$ cat config.mk
export PLATFORM = sky130hd
export DESIGN_NAME = lzc_norm_pipe
export DESIGN_NICKNAME = d
export VERILOG_FILES = /design/src/rtl/lzc_norm_pkg.sv /design/src/rtl/lzc_norm_pipe_lzc_tree.sv /design/src/rtl/lzc_norm_pipe.sv
export SDC_FILE = /design/constraint.sdc
export NUM_CORES = 1
export LEC_CHECK = 0
export BUFFER_PORTS_ARGS = -buffer_cell sky130_fd_sc_hd__buf_2
export CORE_UTILIZATION = 35
export DETAILED_ROUTE_END_ITERATION = 16
export PLACE_DENSITY = 0.58
export SLEW_MARGIN = 20
export SYNTH_ARGS = -nofsm -noshare
export SYNTH_HDL_FRONTEND = slang
export SYNTH_HIERARCHICAL = 1
export SYNTH_SLANG_ARGS = --single-unit
$ cat constraint.sdc
create_clock -name clk_i -period 2.9 [get_ports clk_i]
set_input_delay 0 -clock clk_i [delete_from_list [all_inputs] [get_ports clk_i]]
set_output_delay 0 -clock clk_i [all_outputs]
set_load 0.03 [all_outputs]
$ cat src/rtl/lzc_norm_pkg.sv
// Shared types and helpers for the leading-zero normaliser pipeline.
package lzc_norm_pkg;

    localparam int DEF_WIDTH = 24;
    localparam int DEF_EXP_W = 8;

    function automatic int clog2(input int value);
        int r;
        r = 0;
        while ((1 << r) < value) begin
            r = r + 1;
        end
        return r;
    endfunction

    localparam int DEF_CNT_W = clog2(DEF_WIDTH + 1);

    // Biased exponent 0 is reserved for zero and denormal results
    localparam logic [63:0] EXP_ZERO = '0;

    typedef struct packed {
        logic [DEF_WIDTH-1:0] mant;
        logic [DEF_EXP_W-1:0] exp;
        logic [DEF_CNT_W-1:0] lz;
        logic                 zero;
        logic                 uflow;
    } norm_beat_t;

endpackage

$ cat src/rtl/lzc_norm_pipe_lzc_tree.sv
// Combinational log-depth leading-zero counter; all-zero input reports WIDTH.
module lzc_tree
    import lzc_norm_pkg::*;
#(
    parameter int WIDTH = 24,
    parameter int CNT_W = 5
) (
    input  logic [WIDTH-1:0] data_i,
    output logic [CNT_W-1:0] lz_o
);

    localparam int LVL = clog2(WIDTH);
    localparam int P   = 1 << LVL;

    logic [P-1:0] pad_s;

    // Padding the LSBs with ones makes an all-zero mantissa count exactly WIDTH
    if (P > WIDTH) begin : g_pad
        assign pad_s = {data_i, {(P - WIDTH){1'b1}}};
    end else begin : g_nopad
        assign pad_s = data_i;
    end

    for (genvar k = 0; k <= LVL; k++) begin : g_lvl
        localparam int N  = P >> k;
        localparam int CW = k + 1;
        logic [N-1:0]         z;
        logic [N-1:0][CW-1:0] c;
        if (k == 0) begin : g_leaf
            for (genvar i = 0; i < N; i++) begin : g_bit
                assign z[i] = ~pad_s[P-1-i];
                assign c[i] = 1'b0;
            end
        end else begin : g_node
            for (genvar i = 0; i < N; i++) begin : g_pair
                assign z[i] = g_lvl[k-1].z[2*i] & g_lvl[k-1].z[2*i+1];
                assign c[i] = g_lvl[k-1].z[2*i]
                            ? (CW'(1 << (k - 1)) + CW'(g_lvl[k-1].c[2*i+1]))
                            : CW'(g_lvl[k-1].c[2*i]);
            end
        end
    end

    assign lz_o = g_lvl[LVL].z[0] ? CNT_W'(WIDTH) : CNT_W'(g_lvl[LVL].c[0]);

endmodule

$ cat src/rtl/lzc_norm_pipe.sv
// Two-stage mantissa normaliser with valid/ready on both sides.
// Optional macro LZC_NORM_DENORM_CLAMP_EN: clamp the shift on underflow to build a denormal.
module lzc_norm_pipe
    import lzc_norm_pkg::*;
#(
    parameter  int WIDTH = DEF_WIDTH,
    parameter  int EXP_W = DEF_EXP_W,
    localparam int CNT_W = clog2(WIDTH + 1)
) (
    input  logic             clk_i,
    input  logic             rst_ni,
    input  logic             in_valid_i,
    output logic             in_ready_o,
    input  logic [WIDTH-1:0] in_mant_i,
    input  logic [EXP_W-1:0] in_exp_i,
    output logic             out_valid_o,
    input  logic             out_ready_i,
    output logic [WIDTH-1:0] out_mant_o,
    output logic [EXP_W-1:0] out_exp_o,
    output logic [CNT_W-1:0] out_lz_o,
    output logic             out_zero_o,
    output logic             out_uflow_o
);

    localparam int EW = ((EXP_W > CNT_W) ? EXP_W : CNT_W) + 1;

    typedef struct packed {
        logic [WIDTH-1:0] mant;
        logic [EXP_W-1:0] exp;
        logic [CNT_W-1:0] lz;
        logic             zero;
        logic             uflow;
    } beat_t;

    logic             s1_valid_q, s1_valid_d;
    logic             out_valid_q, out_valid_d;
    logic             s1_load_s, s2_load_s;
    logic [WIDTH-1:0] s1_mant_q;
    logic [EXP_W-1:0] s1_exp_q;
    logic [CNT_W-1:0] s1_lz_q;
    logic [CNT_W-1:0] in_lz_s;
    logic [CNT_W-1:0] shift_s;
    logic signed [EW-1:0] e_s;
    logic             zero_s, uflow_s;
    beat_t            out_q, out_d;

    lzc_tree #(.WIDTH(WIDTH), .CNT_W(CNT_W)) u_lzc (
        .data_i (in_mant_i),
        .lz_o   (in_lz_s)
    );

    // No skid buffer: ready ripples combinationally back from out_ready_i
    assign s2_load_s  = ~out_valid_q | out_ready_i;
    assign s1_load_s  = ~s1_valid_q | s2_load_s;
    assign in_ready_o = s1_load_s;

    // Stage valid flags advance only when the stage is allowed to load
    always_comb begin
        s1_valid_d  = s1_valid_q;
        out_valid_d = out_valid_q;
        if (s1_load_s) begin
            s1_valid_d = in_valid_i;
        end else begin
            s1_valid_d = s1_valid_q;
        end
        if (s2_load_s) begin
            out_valid_d = s1_valid_q;
        end else begin
            out_valid_d = out_valid_q;
        end
    end

    // Second stage: exponent adjust, underflow detection and the barrel shift
    always_comb begin
        e_s     = $signed(EW'(s1_exp_q)) - $signed(EW'(s1_lz_q));
        zero_s  = (s1_lz_q == CNT_W'(WIDTH));
        uflow_s = ~zero_s & (e_s[EW-1] | (e_s == '0));
        shift_s = s1_lz_q;
`ifdef LZC_NORM_DENORM_CLAMP_EN
        if (uflow_s) begin
            if (s1_exp_q == EXP_W'(EXP_ZERO)) begin
                shift_s = '0;
            end else begin
                shift_s = CNT_W'(s1_exp_q - EXP_W'(1));
            end
        end else begin
            shift_s = s1_lz_q;
        end
`endif
        out_d    = '0;
        out_d.lz = s1_lz_q;
        if (zero_s) begin
            out_d.mant  = '0;
            out_d.exp   = EXP_W'(EXP_ZERO);
            out_d.zero  = 1'b1;
            out_d.uflow = 1'b0;
        end else if (uflow_s) begin
            out_d.mant  = s1_mant_q << shift_s;
            out_d.exp   = EXP_W'(EXP_ZERO);
            out_d.zero  = 1'b0;
            out_d.uflow = 1'b1;
        end else begin
            out_d.mant  = s1_mant_q << shift_s;
            out_d.exp   = e_s[EXP_W-1:0];
            out_d.zero  = 1'b0;
            out_d.uflow = 1'b0;
        end
    end

    // Pipeline registers; data only moves with a valid beat so held outputs stay put
    always_ff @(posedge clk_i or negedge rst_ni) begin
        if (!rst_ni) begin
            s1_valid_q  <= 1'b0;
            out_valid_q <= 1'b0;
            s1_mant_q   <= '0;
            s1_exp_q    <= '0;
            s1_lz_q     <= '0;
            out_q       <= '0;
        end else begin
            s1_valid_q  <= s1_valid_d;
            out_valid_q <= out_valid_d;
            if (s1_load_s & in_valid_i) begin
                s1_mant_q <= in_mant_i;
                s1_exp_q  <= in_exp_i;
                s1_lz_q   <= in_lz_s;
            end
            if (s2_load_s & s1_valid_q) begin
                out_q <= out_d;
            end
        end
    end

    assign out_valid_o = out_valid_q;
    assign out_mant_o  = out_q.mant;
    assign out_exp_o   = out_q.exp;
    assign out_lz_o    = out_q.lz;
    assign out_zero_o  = out_q.zero;
    assign out_uflow_o = out_q.uflow;

endmodule
==> reports/metrics.yaml, run 1 <==
status: "complete, no violations"
stdcell_area_um2: 5610
syn_avg_cell_area_um2: 11.0
numClockSinks: 78
fin_crit_sh: 0.841
gp_congestion: 0.843
final.setup_skew_ps: 3.94
cts_buffer_depth: 2
end_kind: "register"
antenna_found_initial: 0
dieWidth_um: 114
max_freq_mhz: 410
arrival_ps: 2700
synthToLayoutAreaGrowth_pct: 27.0
syn-num-nets: 443
synth_cell_type_count: 61
synth_top_area_share: 0.442
core_area_um2: 12200
switchingPower_w: 0.00141
rsz0062_at_grt: "false"
p_leak_nw: 2.51
yosys_register_bits: 78
ir_drop_mv: 0.270
setup_tns_ps: 0
core.rowCount: 40
p_sw_frac: 0.360
synth_common_cells: "78 x dfrtp_1, 43 x mux2_2, 42 x nand2_1"
drv_slew: 0
worstSetupStartpointType: "register"
synth-edff-count: 0
p_int_w: 0.00251
firstDrtPassIters: 4
port-buffer-count: 76
finalWirelength_um: 10800
synth.cell_area_um2: 4420
nNetsFinal: 553
fillers: 1156
seqPwrFrac: 0.375
tritoncts: "built"
power_w: 0.00391
max_cap_violations: 0
grt_start_max_net_pins: 79
drive_above_1_share: 0.310
r2r_cells: 7
yosys-top-cells-area: "dfrtp_1 44%, mux2_2 11%, mux2i_1 5.9%"
crit_fanout: 13
cts_resized: 0
placed_cell_area_um2: 4970
clk_pin_slew_ps: 60
final_hold_viol_count: 0
holdBufCountCts: 36
cp.required_ps: 3160
top_level_ports: 77
grt_use_total: 0.178
synth_flop_cell: "dfrtp_1"
vias_per_cell: 5.21
worst_slew_pin_slew_ps: 721
htree_num_levels: 3
die_h_um: 114
period_minus_slack_ps: 2440
maxSlewHeadroom: 0.519
synth_top_cell_by_area: "dfrtp_1"
combPwrFrac: 0.355
hold-worst-slack_ps: 236
initial_core_util: 0.363
cts-buffers-inserted: 9
ant_nets: 0
drc: 0
cts_root_buffer: "clkbuf_16"
drt-initial-drc-count: 168
yosysSeqAreaShare: 0.442
grt_pass1_wl_um: 17700
cts_setup_buffers: 0
die_area_um2: 13100
async_flop_share: 1.00
post-place-ws_ps: 498
clock_latency_ps: 340
yosysWarnings: 6
postSynthCellCount: 400
n_antenna_cell: 0
hp-class: "primary input to async pin"
hpwl_um: 7920
overflow: 0
worst-setup-path-type: "register to register"
num_vias: 3551
setup_viol: 0
p_clk_frac: 0.271
worst_slack_ps: 460
wl_per_cell_um: 15.9
power.density_nw_per_um2: 697
synth.most_common_cell: "dfrtp_1"
grt_pass1_vias: 3446
cells by family (layout without fill, tap and decap cells):
family	Yosys count	in the layout	share of synthesized area
simple gates	106	106	0.120
buf+inv	31	144	0.0331
mux	82	82	0.235
xor+xnor	4	4	0.00793
fa+ha+maj	7	7	0.0215
flops	78	78	0.442
compound gates	92	92	0.141
sequential cells by signal, summed over array words and instances, names as in the netlist:
signal       flops
out_exp_o        8
out_lz_o         5
out_mant_o      24
out_uflow_o      1
out_valid_o      1
out_zero_o       1
s1_exp_q         8
s1_lz_q          5
s1_mant_q       24
s1_valid_q       1
worst max-delay path: stages (launching register included):
cell and delay (ps):
dfrtp_1 590, clkinv_1 350, ha_1 470, o21ai_0 150, o21ai_0 230, and3_1 300, inv_1 100, o21ai_0 160
final cells by class:
type	count	area (um^2)	share of cell area
clock inverters	1	5.00	0.000892
multi-input cells	291	2320	0.414
inverters	11	41.3	0.00736
flip-flops and latches	78	1950	0.348
well taps	168	210	0.0375
repair buffers	119	812	0.145
clock buffers	13	270	0.0482
per-layer routing:
layer / routed length [um] / GRT usage
met4: 180 / 0.0615
met2: 4770 / 0.257
met1: 5400 / 0.255
met3: 474 / 0.0476
met5: 0 / 0
final timing paths:
kind / from / end / slack [ps]
hold / removal: rst_ni / s1_valid_q / 240
min in group clk_i: in_exp_i[1] / s1_exp_q[1] / 420
setup reg to reg: s1_lz_q[3] / out_exp_o[5] / 460
setup / recovery: s1_lz_q[3] / out_exp_o[5] / 460
max in group asynchronous: rst_ni / out_mant_o[22] / 2130
hold reg to reg: out_lz_o[2] / out_lz_o[2] / 470
cell usage in the layout, fill, tap and decap left out, drive strengths merged, types with 3 or more instances in the layout:
| cell type | count |
|---|---|
| mux2i | 27 |
| a2bb2oi | 3 |
| nor3 | 6 |
| dlygate4sd3 | 36 |
| xor2 | 4 |
| o21ai | 30 |
| ha | 6 |
| o21bai | 3 |
| a21oi | 13 |
| nor4 | 8 |
| nor2b | 6 |
| buf | 83 |
| nor2 | 25 |
| and2 | 3 |
| dfrtp | 78 |
| clkbuf | 13 |
| nand3 | 3 |
| nand2 | 44 |
| o221ai | 6 |
| mux2 | 44 |
| inv | 10 |
| a211oi | 4 |
| o22ai | 3 |
| nand2b | 5 |
| mux4 | 11 |
| a22o | 8 |
metrics by stage:
step | util | cells
CTS | 0.461 | 681
detailed placement | 0.409 | 631
global placement | 0.409 | 631
global route | 0.461 | 681
floorplan | - | 400
finish | 0.461 | 681
power by group through the flow:
stage / Combinational (W) / Clock, W / Sequential [W]
after floorplan: 0.000681 / 0 / 0.00174
after global placement: 0.00134 / 0 / 0.00149
after detailed placement: 0.00135 / 0 / 0.00149
after CTS: 0.00139 / 0.00108 / 0.00147
after global routing: 0.00150 / 0.00113 / 0.00150
final: 0.00139 / 0.00106 / 0.00147
No activity file was read; power rests on OpenSTA's default activity.
==> inputs of run 2 (changes only) <==
--- a/config.mk
+++ b/config.mk
@@ -8,7 +8,7 @@
 export BUFFER_PORTS_ARGS = -buffer_cell sky130_fd_sc_hd__buf_2
 export CORE_UTILIZATION = 35
 export DETAILED_ROUTE_END_ITERATION = 16
-export PLACE_DENSITY = 0.58
+export PLACE_DENSITY = 0.6
 export SLEW_MARGIN = 20
 export SYNTH_ARGS = -nofsm -noshare
 export SYNTH_HDL_FRONTEND = slang
==> constraint.sdc (replaced) <==
create_clock -name clk_i -period 2 [get_ports clk_i]
set_input_delay 0 -clock clk_i [delete_from_list [all_inputs] [get_ports clk_i]]
set_output_delay 0 -clock clk_i [all_outputs]
set_load 0.03 [all_outputs]
==> run 2 against run 1 <==
The run now ends with negative setup slack left. Combinational power is 63% higher. Core utilization up 2.9 points. Non-clock buffer count up 26. Critical path depth is 1 higher. Final cell count increased by 4.1%. Sequential share of layout area down 2.0 points. Wire length up 8.3%. Via count increased by 3.9%. Final area is 6.2% higher. Clock power increased by 64%. Largest cell class unchanged.
==> reports/metrics.yaml, run 2 (synthesis results as in run 1) <==
final_cell_mix: "77 x dfrtp_1, 75 x buf_2, 43 x mux2_2"
cts_setup_buffers: 0
final_hold_viol_count: 0
p_int_w: 0.00396
wl_per_cell_um: 16.5
combPwrFrac: 0.369
clock_latency_ps: 340
max_cap_violations: 0
drv_slew: 0
hpwl_um: 8650
status: "finished with violations"
worst-setup-path-type: "register to register"
rsz0062_at_grt: "true"
drt-initial-drc-count: 242
crit_fanout: 2
vias_per_cell: 5.20
failed_checks: "negative setup slack"
maxSlewHeadroom: 0.515
numClockSinks: 78
p_leak_nw: 2.66
synthToLayoutAreaGrowth_pct: 34.9
initial_core_util: 0.363
hp-class: "primary input to register"
ant_nets: 0
seqPwrFrac: 0.348
tritoncts: "built"
p_sw_frac: 0.355
p_clk_frac: 0.283
grt_pass1_vias: 3668
power.density_nw_per_um2: 1030
core_area_um2: 12200
cts_root_buffer: "clkbuf_16"
power_w: 0.00613
multi_input_area_um2: 2420
grt_use_total: 0.192
core.rowCount: 40
die_h_um: 114
cts_buffer_depth: 2
placed_cell_area_um2: 5210
cts-buffers-inserted: 9
arrival_ps: 2400
drc: 0
worst_slew_pin_slew_ps: 727
gp_congestion: 0.813
ff_latch_area_um2: 1950
fin_crit_sh: 1.06
grt_start_max_net_pins: 56
antenna_found_initial: 0
layout_commonest_cell: "dfrtp_1"
dieWidth_um: 114
firstDrtPassIters: 4
setup_viol: 1
fillers: 1140
finalWirelength_um: 11700
num_vias: 3690
clk_pin_slew_ps: 60
grt_pass1_wl_um: 19100
htree_num_levels: 3
n_antenna_cell: 0
stdcell_area_um2: 5960
port-buffer-count: 76
cp.required_ps: 2280
ir_drop_mv: 0.412
die_area_um2: 13100
overflow: 0
top_level_ports: 77
drive_above_1_share: 0.384
period_minus_slack_ps: 2120
worstSetupStartpointType: "register"
nNetsFinal: 579
worst_slack_ps: -121
end_kind: "register"
final.setup_skew_ps: 4.85
max_freq_mhz: 472
switchingPower_w: 0.00217
[run 2: worst max-delay path: stages, from the launching register on]
cell and delay [ps]:
dfrtp_1 380, inv_2 70, ha_4 110, inv_1 50
fa_2 360, xor2_1 180, or4b_4 550, nor4_4 170
a31o_2 190
[run 2: power by group through the flow]
stage          combinational [W]  clock, W  sequential [W]
2_1_floorplan           0.000995         0         0.00253
3_3_place_gp             0.00209         0         0.00215
3_5_place_dp             0.00213         0         0.00216
4_1_cts                  0.00221   0.00178         0.00213
5_1_grt                  0.00245   0.00184         0.00217
6_report                 0.00226   0.00174         0.00213
[run 2: final timing paths]
check / to / from / depth (start not counted) / slack [ps]
setup / recovery: out_uflow_o / s1_exp_q[0] / 8 / -120
hold / removal: s1_mant_q[12] / in_mant_i[12] / 2 / 20
setup reg to reg: out_uflow_o / s1_exp_q[0] / 8 / -120
hold reg to reg: out_lz_o[4] / out_lz_o[4] / 2 / 480
max in group asynchronous: s1_mant_q[11] / rst_ni / 3 / 1030
min in group asynchronous: out_valid_o / rst_ni / 2 / 250
[run 2: routing by layer]
| layer | part of all wire | global-route usage | up-vias |
|---|---|---|---|
| li1 | - | - | 1768 |
| met1 | 0.47 | 0.250 | 1818 |
| met2 | 0.46 | 0.312 | 87 |
| met3 | 0.045 | 0.0418 | 17 |
| met4 | 0.022 | 0.0779 | 0 |
| met5 | 0 | 0 | - |
[run 2: final cells by class]
type / instances / area share
multi-input cells: 291 / 0.406
flip-flops and latches: 78 / 0.328
repair buffers: 145 / 0.171
clock buffers: 9 / 0.0378
well taps: 168 / 0.0353
clock inverters: 7 / 0.0149
inverters: 11 / 0.00693
[run 2: what timing repair did]
action | CTS | global route
pin swaps | 1 | 0
resized for setup | 6 | 13
hold endpoints to repair | 86 | 0
endpoints found under the setup margin | 18 | 22
hold buffers | 35 | 0
[run 2: stage by stage]
| step | setup TNS [ps] | utilization | instances | worst slack [ps] | hold slack (ps) |
|---|---|---|---|---|---|
| 5_1_grt | -1210 | 0.490 | 709 | -171 | 23.8 |
| 4_1_cts | -50.4 | 0.485 | 709 | -50.4 | 6.28 |
| 3_3_place_gp | -177 | 0.428 | 658 | -137 | 103 |
| 2_1_floorplan | -118 | - | 400 | -118 | -296 |
| 6_report | -121 | 0.490 | 709 | -121 | 16.4 |
| 3_5_place_dp | -667 | 0.428 | 658 | -161 | 117 |
